==> src/rtl/reverb_ctrl_pkg.sv <==
`default_nettype none
// +--------------------------------------------------------------------+
// | reverb_ctrl_pkg : shared widths, state encoding, delay clamp       |
// | Rev 1.0                                                            |
// +--------------------------------------------------------------------+
package reverb_ctrl_pkg;

  localparam int unsigned DELAY_W = 10;
  localparam int unsigned GAIN_W  = 8;
  localparam int unsigned SHIFT_W = 3;
  localparam logic [GAIN_W-1:0] GAIN_MAX = 8'd255;

  typedef enum logic [2:0] {
    ST_FADE_OUT = 3'd0,
    ST_FLUSH    = 3'd1,
    ST_FILL     = 3'd2,
    ST_FADE_IN  = 3'd3,
    ST_RUN      = 3'd4
  } state_e;

  function automatic logic [DELAY_W-1:0] clamp_delay(
    input logic [DELAY_W-1:0] req,
    input logic [DELAY_W-1:0] min_d
  );
    return (req < min_d) ? min_d : req;
  endfunction

endpackage
`default_nettype wire

==> src/rtl/gain_ramp.sv <==
`default_nettype none
// +--------------------------------------------------------------------+
// | gain_ramp : saturating up/down wet-gain ramp with synchronous clear|
// | Rev 1.0                                                            |
// +--------------------------------------------------------------------+
module gain_ramp
  import reverb_ctrl_pkg::*;
(
  input  logic              Clk,
  input  logic              rst_n,
  input  logic              clear_i,
  input  logic              up_i,
  input  logic              down_i,
  input  logic [GAIN_W-1:0] step_i,
  output logic [GAIN_W-1:0] gain_o,
  output logic [GAIN_W-1:0] gain_nxt_o
);

  logic [GAIN_W-1:0] gain_q, gain_d;
  logic [GAIN_W:0]   sum, diff;

  // One extra bit carries overflow on the way up and the borrow on the way down.
  always_comb begin
    sum    = {1'b0, gain_q} + {1'b0, step_i};
    diff   = {1'b0, gain_q} - {1'b0, step_i};
    gain_d = gain_q;
    if (clear_i)
      gain_d = '0;
    else if (up_i)
      gain_d = sum[GAIN_W] ? GAIN_MAX : sum[GAIN_W-1:0];
    else if (down_i)
      gain_d = diff[GAIN_W] ? '0 : diff[GAIN_W-1:0];
  end

  always_ff @(posedge Clk or negedge rst_n) begin
    if (!rst_n) gain_q <= '0;
    else        gain_q <= gain_d;
  end

  assign gain_o     = gain_q;
  assign gain_nxt_o = gain_d;

endmodule
`default_nettype wire

==> src/rtl/reverb_delay_ctrl.sv <==
`default_nettype none
// +--------------------------------------------------------------------+
// | reverb_delay_ctrl : delay-line config owner with click-free reconfig|
// | Rev 1.0                                                            |
// +--------------------------------------------------------------------+
module reverb_delay_ctrl
  import reverb_ctrl_pkg::*;
#(
  parameter int unsigned DEFAULT_DELAY = 512,
  parameter int unsigned MIN_DELAY     = 4,
  parameter int unsigned GAIN_STEP     = 8,
  parameter int unsigned FLUSH_CYCLES  = 4,
  parameter int unsigned DEFAULT_SHIFT = 1
) (
  input  logic               Clk,
  input  logic               rst_n,
  input  logic               sample_stb_i,
  input  logic               cfg_valid_i,
  output logic               cfg_ready_o,
  input  logic [DELAY_W-1:0] cfg_delay_i,
  input  logic [SHIFT_W-1:0] cfg_shift_i,
  output logic [DELAY_W-1:0] delay_num_o,
  output logic [SHIFT_W-1:0] fb_shift_o,
  output logic               line_flush_o,
  output logic               line_wr_en_o,
  output logic [GAIN_W-1:0]  wet_gain_o,
  output logic               busy_o
);

  localparam int unsigned FLUSH_W = (FLUSH_CYCLES > 2) ? $clog2(FLUSH_CYCLES) : 1;
  localparam logic [FLUSH_W-1:0] FLUSH_LAST = FLUSH_W'(FLUSH_CYCLES - 1);
  localparam logic [DELAY_W-1:0] DEF_DELAY  = DELAY_W'(DEFAULT_DELAY);
  localparam logic [DELAY_W-1:0] MIN_DLY    = DELAY_W'(MIN_DELAY);
  localparam logic [SHIFT_W-1:0] DEF_SHIFT  = SHIFT_W'(DEFAULT_SHIFT);
  localparam logic [GAIN_W-1:0]  STEP       = GAIN_W'(GAIN_STEP);

  state_e               state_q, state_d;
  logic [DELAY_W-1:0]   delay_num_q, delay_num_d;
  logic [SHIFT_W-1:0]   fb_shift_q, fb_shift_d;
  logic [DELAY_W-1:0]   pend_delay_q, pend_delay_d;
  logic [SHIFT_W-1:0]   pend_shift_q, pend_shift_d;
  logic [FLUSH_W-1:0]   flush_cnt_q, flush_cnt_d;
  logic [DELAY_W-1:0]   fill_cnt_q, fill_cnt_d;
  logic                 line_flush_q, line_flush_d;
  logic                 line_wr_en_q, line_wr_en_d;
  logic                 cfg_ready_q, cfg_ready_d;
  logic                 busy_q, busy_d;
  logic                 ramp_up, ramp_down, ramp_clear;
  logic [GAIN_W-1:0]    gain, gain_nxt;
  logic [DELAY_W-1:0]   req_delay;
  logic                 cfg_fire;

  assign cfg_fire  = cfg_valid_i & cfg_ready_q;
  assign req_delay = clamp_delay(cfg_delay_i, MIN_DLY);

  always_ff @(posedge Clk or negedge rst_n) begin
    if (!rst_n) begin
      state_q      <= ST_FLUSH;
      delay_num_q  <= DEF_DELAY;
      fb_shift_q   <= DEF_SHIFT;
      pend_delay_q <= DEF_DELAY;
      pend_shift_q <= DEF_SHIFT;
      flush_cnt_q  <= '0;
      fill_cnt_q   <= '0;
      line_flush_q <= 1'b1;
      line_wr_en_q <= 1'b0;
      cfg_ready_q  <= 1'b0;
      busy_q       <= 1'b1;
    end else begin
      state_q      <= state_d;
      delay_num_q  <= delay_num_d;
      fb_shift_q   <= fb_shift_d;
      pend_delay_q <= pend_delay_d;
      pend_shift_q <= pend_shift_d;
      flush_cnt_q  <= flush_cnt_d;
      fill_cnt_q   <= fill_cnt_d;
      line_flush_q <= line_flush_d;
      line_wr_en_q <= line_wr_en_d;
      cfg_ready_q  <= cfg_ready_d;
      busy_q       <= busy_d;
    end
  end

  always_comb begin
    state_d      = state_q;
    delay_num_d  = delay_num_q;
    fb_shift_d   = fb_shift_q;
    pend_delay_d = pend_delay_q;
    pend_shift_d = pend_shift_q;
    flush_cnt_d  = flush_cnt_q;
    fill_cnt_d   = fill_cnt_q;
    unique case (state_q)
      ST_RUN: begin
        // A request for the current length only retunes feedback; no reconfig needed.
        if (cfg_fire) begin
          if (req_delay == delay_num_q) begin
            fb_shift_d = cfg_shift_i;
          end else begin
            pend_delay_d = req_delay;
            pend_shift_d = cfg_shift_i;
            state_d      = ST_FADE_OUT;
          end
        end
      end
      ST_FADE_OUT: begin
        if (sample_stb_i && (gain_nxt == '0)) begin
          state_d     = ST_FLUSH;
          delay_num_d = pend_delay_q;
          fb_shift_d  = pend_shift_q;
          flush_cnt_d = '0;
        end
      end
      ST_FLUSH: begin
        if (flush_cnt_q == FLUSH_LAST) begin
          state_d    = ST_FILL;
          fill_cnt_d = '0;
        end else begin
          flush_cnt_d = flush_cnt_q + FLUSH_W'(1);
        end
      end
      ST_FILL: begin
        if (sample_stb_i) begin
          if (fill_cnt_q == (delay_num_q - DELAY_W'(1))) state_d = ST_FADE_IN;
          else fill_cnt_d = fill_cnt_q + DELAY_W'(1);
        end
      end
      ST_FADE_IN: begin
        if (sample_stb_i && (gain_nxt == GAIN_MAX)) state_d = ST_RUN;
      end
      default: state_d = ST_FLUSH;
    endcase
  end

  // Status flags are registered from the next state so they line up with state_q.
  always_comb begin
    line_flush_d = (state_d == ST_FLUSH);
    busy_d       = (state_d != ST_RUN);
    cfg_ready_d  = (state_d == ST_RUN);
    line_wr_en_d = sample_stb_i && (state_q != ST_FLUSH);
    ramp_up      = sample_stb_i && (state_q == ST_FADE_IN);
    ramp_down    = sample_stb_i && (state_q == ST_FADE_OUT);
    ramp_clear   = (state_q == ST_FLUSH) || (state_q == ST_FILL);
  end

  gain_ramp u_gain_ramp (
    .Clk        (Clk),
    .rst_n      (rst_n),
    .clear_i    (ramp_clear),
    .up_i       (ramp_up),
    .down_i     (ramp_down),
    .step_i     (STEP),
    .gain_o     (gain),
    .gain_nxt_o (gain_nxt)
  );

  assign cfg_ready_o  = cfg_ready_q;
  assign delay_num_o  = delay_num_q;
  assign fb_shift_o   = fb_shift_q;
  assign line_flush_o = line_flush_q;
  assign line_wr_en_o = line_wr_en_q;
  assign wet_gain_o   = gain;
  assign busy_o       = busy_q;

endmodule
`default_nettype wire

==> config.mk <==
export PLATFORM = sky130hd
export DESIGN_NAME = reverb_delay_ctrl
export DESIGN_NICKNAME = d
export VERILOG_FILES = /design/src/rtl/reverb_ctrl_pkg.sv /design/src/rtl/gain_ramp.sv /design/src/rtl/reverb_delay_ctrl.sv
export SDC_FILE = /design/constraint.sdc
export NUM_CORES = 1
export LEC_CHECK = 0
export ABC_AREA = 1
export BUFFER_PORTS_ARGS = -buffer_cell sky130_fd_sc_hd__buf_4
export CAP_MARGIN = 20
export CORE_MARGIN = 1.5
export CORE_UTILIZATION = 35
export CTS_CLUSTER_SIZE = 30
export DETAILED_ROUTE_END_ITERATION = 8
export PLACE_DENSITY = 0.49
export SYNTH_ARGS = -nofsm -noshare
export SYNTH_HDL_FRONTEND = slang
export SYNTH_SLANG_ARGS = --single-unit
==> constraint.sdc <==
create_clock -name Clk -period 4 [get_ports Clk]
set_clock_uncertainty 0.2 [all_clocks]
set_input_delay 0.4 -clock Clk [delete_from_list [all_inputs] [get_ports Clk]]
set_output_delay 0.4 -clock Clk [all_outputs]
set_load 0.05 [all_outputs]
==> report_table.html <==
<table>
<tr><th>Metric</th><th>Value</th></tr>
<tr><th colspan="2">Hold path</th></tr>
<tr><td>HP Start</td><td>cfg_delay_i[9]</td></tr>
<tr><td>Hold Crit Endpoint</td><td>pend_delay_q[9]</td></tr>
<tr><td>Worst hold path type</td><td>in2reg</td></tr>
<tr><td>Worst hold path stage count</td><td>3</td></tr>
<tr><th colspan="2">GRT</th></tr>
<tr><td>Pin count of the biggest net entering global routing</td><td>54</td></tr>
<tr><td>Remaining Overflow, GRT</td><td>0</td></tr>
<tr><td>Vias in the first global route</td><td>2713</td></tr>
<tr><td>Global-route wire length before repair</td><td>13700 um</td></tr>
<tr><td>Initial antenna violation count</td><td>0</td></tr>
<tr><td>Global routing usage summed across all routing layers</td><td>0.174</td></tr>
<tr><th colspan="2">Yosys</th></tr>
<tr><td>Average cell area after synthesis</td><td>6.89 um^2</td></tr>
<tr><td>Count of cell types in the netlist</td><td>30</td></tr>
<tr><td>Syn_nets</td><td>508</td></tr>
<tr><td>Warnings from Yosys</td><td>0</td></tr>
<tr><td>Cells after Synth</td><td>486</td></tr>
<tr><td>Area of the mapped netlist</td><td>3350 um^2</td></tr>
<tr><td>Sequential element share of the synthesized area</td><td>0.399</td></tr>
<tr><td>Synthesized flop and latch total</td><td>53</td></tr>
<tr><th colspan="2">CTS</th></tr>
<tr><td>Number of buffers added by the clock tree synthesis step</td><td>5</td></tr>
<tr><td># resized after CTS</td><td>0</td></tr>
<tr><td>Hold Buf Count CTS</td><td>1</td></tr>
<tr><td>Clk_lat worst skew</td><td>320 ps</td></tr>
<tr><td>Clock slew seen by the registers of the worst setup and hold paths</td><td>120 ps</td></tr>
<tr><td>Max Buffers Root-to-Sink</td><td>2</td></tr>
<tr><td>Number of clock sinks seen by CTS</td><td>53</td></tr>
<tr><td>Clock tree from TritonCTS</td><td>done</td></tr>
<tr><td>Post-CTS setup repair buffer count</td><td>0</td></tr>
<tr><td>Clock tree root buffer cell</td><td>clkbuf_8</td></tr>
<tr><td>H-tree level count</td><td>2</td></tr>
<tr><th colspan="2">Setup path</th></tr>
<tr><td>Critical-path cell with the highest stage delay</td><td>nor2_2</td></tr>
<tr><td>Startpoint-to-endpoint class of the critical path</td><td>reg2reg</td></tr>
<tr><td>Arrival @ worst endpoint</td><td>roughly 2800 ps</td></tr>
<tr><td>Worst reg2reg setup slack</td><td>between 1000 and 1500 ps</td></tr>
<tr><td>Delay of the slowest critical-path stage</td><td>around 530 ps</td></tr>
<tr><td>Worst flop-to-flop path endpoint</td><td>fb_shift_o[1]</td></tr>
<tr><td>Most used cell along the critical path</td><td>nand2_1</td></tr>
<tr><td>Maximum net fanout on the critical path</td><td>16</td></tr>
<tr><td>Cells on worst reg2reg path</td><td>11</td></tr>
<tr><td>Launch point of the worst reg-to-reg path</td><td>state_q[1]</td></tr>
<tr><td>Crit path cell chain</td><td>nor2_4 &gt; nand3_4 &gt; nor2_2 &gt; nand2_1 &gt; nand3_1 &gt; nand3_1 &gt; nor2_2 &gt; nand2_4 &gt; nand2_1 &gt; nand2_1 &gt; nand2_1</td></tr>
<tr><td>CP Capture Type</td><td>flip-flop</td></tr>
<tr><td>CP startpoint kind</td><td>flip-flop</td></tr>
<tr><td>Req. time, crit path</td><td>4070 ps</td></tr>
<tr><th colspan="2">Layout</th></tr>
<tr><td>Antenna cell count</td><td>0</td></tr>
<tr><td>Total Nets Final</td><td>between 500 and 600</td></tr>
<tr><td>Leading cell types in the layout, fill and taps excluded</td><td>nand2_1, inv_1, nor2_1</td></tr>
<tr><td>Total area of sequential cells</td><td>1340 um^2</td></tr>
<tr><td>Leading cell type in the layout, fill and taps excluded</td><td>nand2_1</td></tr>
<tr><td>Area used by multi-input combinational logic</td><td>about 1700 um^2</td></tr>
<tr><td>Share of post-route cells with drive strength above 1</td><td>0.153</td></tr>
<tr><td>Fin area</td><td>roughly 3900 um^2</td></tr>
<tr><td>Final-layout fill cell count</td><td>slightly below 1000</td></tr>
<tr><td>Utilization after layout</td><td>0.417</td></tr>
<tr><td>Layout overhead on the synthesized area</td><td>15.1%</td></tr>
<tr><th colspan="2">STA</th></tr>
<tr><td>Highest clock frequency the design can meet</td><td>0.368 GHz</td></tr>
<tr><td>Final Hold Violating Endpoints</td><td>0</td></tr>
<tr><td>Setup violation total in the final timing report</td><td>0</td></tr>
<tr><td>Clock period minus worst slack</td><td>2720 ps</td></tr>
<tr><td>Final setup TNS</td><td>0 ps</td></tr>
<tr><td>Worst slew slack as a fraction of its limit</td><td>0.532</td></tr>
<tr><td>Share of the clock period used by the worst path after layout</td><td>0.680</td></tr>
<tr><td>Unrepaired setup endpoints after global routing</td><td>no</td></tr>
<tr><td>Worst-margin pin slew</td><td>approximately 700 ps</td></tr>
<tr><td>Final Max Slew Viols</td><td>0</td></tr>
<tr><th colspan="2">Floorplan</th></tr>
<tr><td>Number of placed I/O pins</td><td>42</td></tr>
<tr><td>Die Wd</td><td>between 100 and 150 um</td></tr>
<tr><td>Core box area</td><td>9240 um^2</td></tr>
<tr><td>Die footprint</td><td>about 10000 um^2</td></tr>
<tr><td>Number of rows created at floorplan</td><td>35</td></tr>
<tr><td>Effective utilization at floorplan</td><td>0.362</td></tr>
<tr><td>Overall die height</td><td>101 um</td></tr>
<tr><th colspan="2">Place</th></tr>
<tr><td>Detailed Place HPWL</td><td>~6100 um</td></tr>
<tr><td>Routability congestion estimate from global placement</td><td>0.784</td></tr>
<tr><td>Number of buffers added on ports</td><td>41</td></tr>
<tr><td>Placed instance area</td><td>3750 um^2</td></tr>
<tr><th colspan="2">Routing</th></tr>
<tr><td>Residual antenna-violating net count after detailed routing</td><td>0</td></tr>
<tr><td>Total vias in the final route</td><td>between 3000 and 4000</td></tr>
<tr><td>Number of remaining DRC errors</td><td>0</td></tr>
<tr><td>Routed len/inst</td><td>~12 um</td></tr>
<tr><td>Iteration count of the initial detailed-routing pass</td><td>4</td></tr>
<tr><td>Iteration-0 DRC Markers</td><td>102</td></tr>
<tr><td>Routed vias/inst</td><td>approximately 4.6</td></tr>
<tr><td>WL final</td><td>8160 um</td></tr>
<tr><th colspan="2">Power and ir drop</th></tr>
<tr><td>Power Dens Cells</td><td>about 520 nW/um^2</td></tr>
<tr><td>Maximum resistive drop on vdd</td><td>between 0.2 and 0.3 mV</td></tr>
<tr><td>Leakage</td><td>0.00208 uW</td></tr>
<tr><td>Overall power</td><td>roughly 2000 uW</td></tr>
<tr><th colspan="2">Job</th></tr>
<tr><td>Max Cap Viol</td><td>0</td></tr>
<tr><th colspan="2">Outcome</th></tr>
<tr><td>Result of the run</td><td>finished clean</td></tr>
</table>
cells in the mapped netlist:
| cell | instances | area [um^2] |
|---|---|---|
| a21oi_1 | 11 | 55.1 |
| a22oi_1 | 1 | 7.51 |
| buf_2 | 5 | 25.0 |
| buf_4 | 3 | 22.5 |
| buf_6 | 1 | 11.3 |
| clkbuf_1 | 3 | 11.3 |
| clkinv_1 | 1 | 3.75 |
| dfrtp_1 | 46 | 1150 |
| dfstp_2 | 7 | 184 |
| ha_1 | 5 | 62.6 |
| inv_1 | 61 | 229 |
| inv_2 | 4 | 15.0 |
| nand2_1 | 163 | 612 |
| nand2_2 | 4 | 25.0 |
| nand2_4 | 1 | 11.3 |
| nand3_1 | 45 | 225 |
| nand3_4 | 1 | 17.5 |
| nand3b_1 | 1 | 7.51 |
| nand3b_2 | 1 | 11.3 |
| nand4_1 | 7 | 43.8 |
| nand4_4 | 1 | 21.3 |
| nor2_1 | 50 | 188 |
| nor2_2 | 3 | 18.8 |
| nor2_4 | 2 | 22.5 |
| nor3_1 | 4 | 20.0 |
| o211ai_1 | 1 | 7.51 |
| o21ai_0 | 31 | 155 |
| or2_2 | 7 | 43.8 |
| xnor2_1 | 9 | 78.8 |
| xor2_1 | 7 | 61.3 |
worst max-delay path, delay by kind of cell (launching register included):
| kind | cells | cell delay [ps] |
|---|---|---|
| flops | 1 | 480 |
| simple gates | 11 | 1980 |
cell families after synthesis:
family / synth area share
buf+inv: 0.0949
xor+xnor: 0.0419
compound gates: 0.0673
simple gates: 0.379
fa+ha+maj: 0.0187
flops: 0.399
layer usage:
metal / vias to the layer above / track usage / routed length [um]
met2: 33 / 0.265 / 3620
met3: 5 / 0.0264 / 188
met1: 1375 / 0.261 / 4280
met5: - / 0 / 0
met4: 0 / 0.0358 / 68
li1: 1591 / - / -
how the worst max path moves through the flow:
stage                      to                   from  depth (start not counted)
2_1_floorplan  delay_num_o[6]  u_gain_ramp.gain_o[3]                         14
3_3_place_gp    fb_shift_o[0]             state_q[1]                         11
3_5_place_dp    fb_shift_o[1]             state_q[1]                         11
4_1_cts         fb_shift_o[1]             state_q[1]                         11
5_1_grt         fb_shift_o[1]             state_q[1]                         11
6_report        fb_shift_o[1]             state_q[1]                         11
sequential cells by signal, summed over array words and instances, names as in the netlist:
register	cells
u_gain_ramp.gain_o	8
state_q	3
fb_shift_o	3
pend_delay_q	10
busy_o	1
flush_cnt_q	2
pend_shift_q	3
line_flush_o	1
delay_num_o	10
cfg_ready_o	1
fill_cnt_q	10
line_wr_en_o	1
cell type report:
type                       count  share of cell area
inverter                      66              0.0643
clock buffer                   5              0.0179
multi-input combinational    355               0.440
sequential                    53               0.346
timing repair buffer          42              0.0824
tap                          129              0.0419
clock inverter                 3             0.00747
through the flow:
stage / setup WS [ps] / hold WS [ps] / instances
final: 1280 / 116 / 653
after global routing: 995 / 126 / 653
after CTS: 1250 / 112 / 653
after global placement: 1290 / 268 / 644
after detailed placement: 1280 / 274 / 644
after floorplan: 1680 / -95.6 / 486
power by group:
group          internal (uW)  total (uW)  switching (uW)
Clock                    132         341             210
Sequential               616         708            91.4
Combinational            267         953             686
Note: power is estimated with default switching activity, not from simulation.
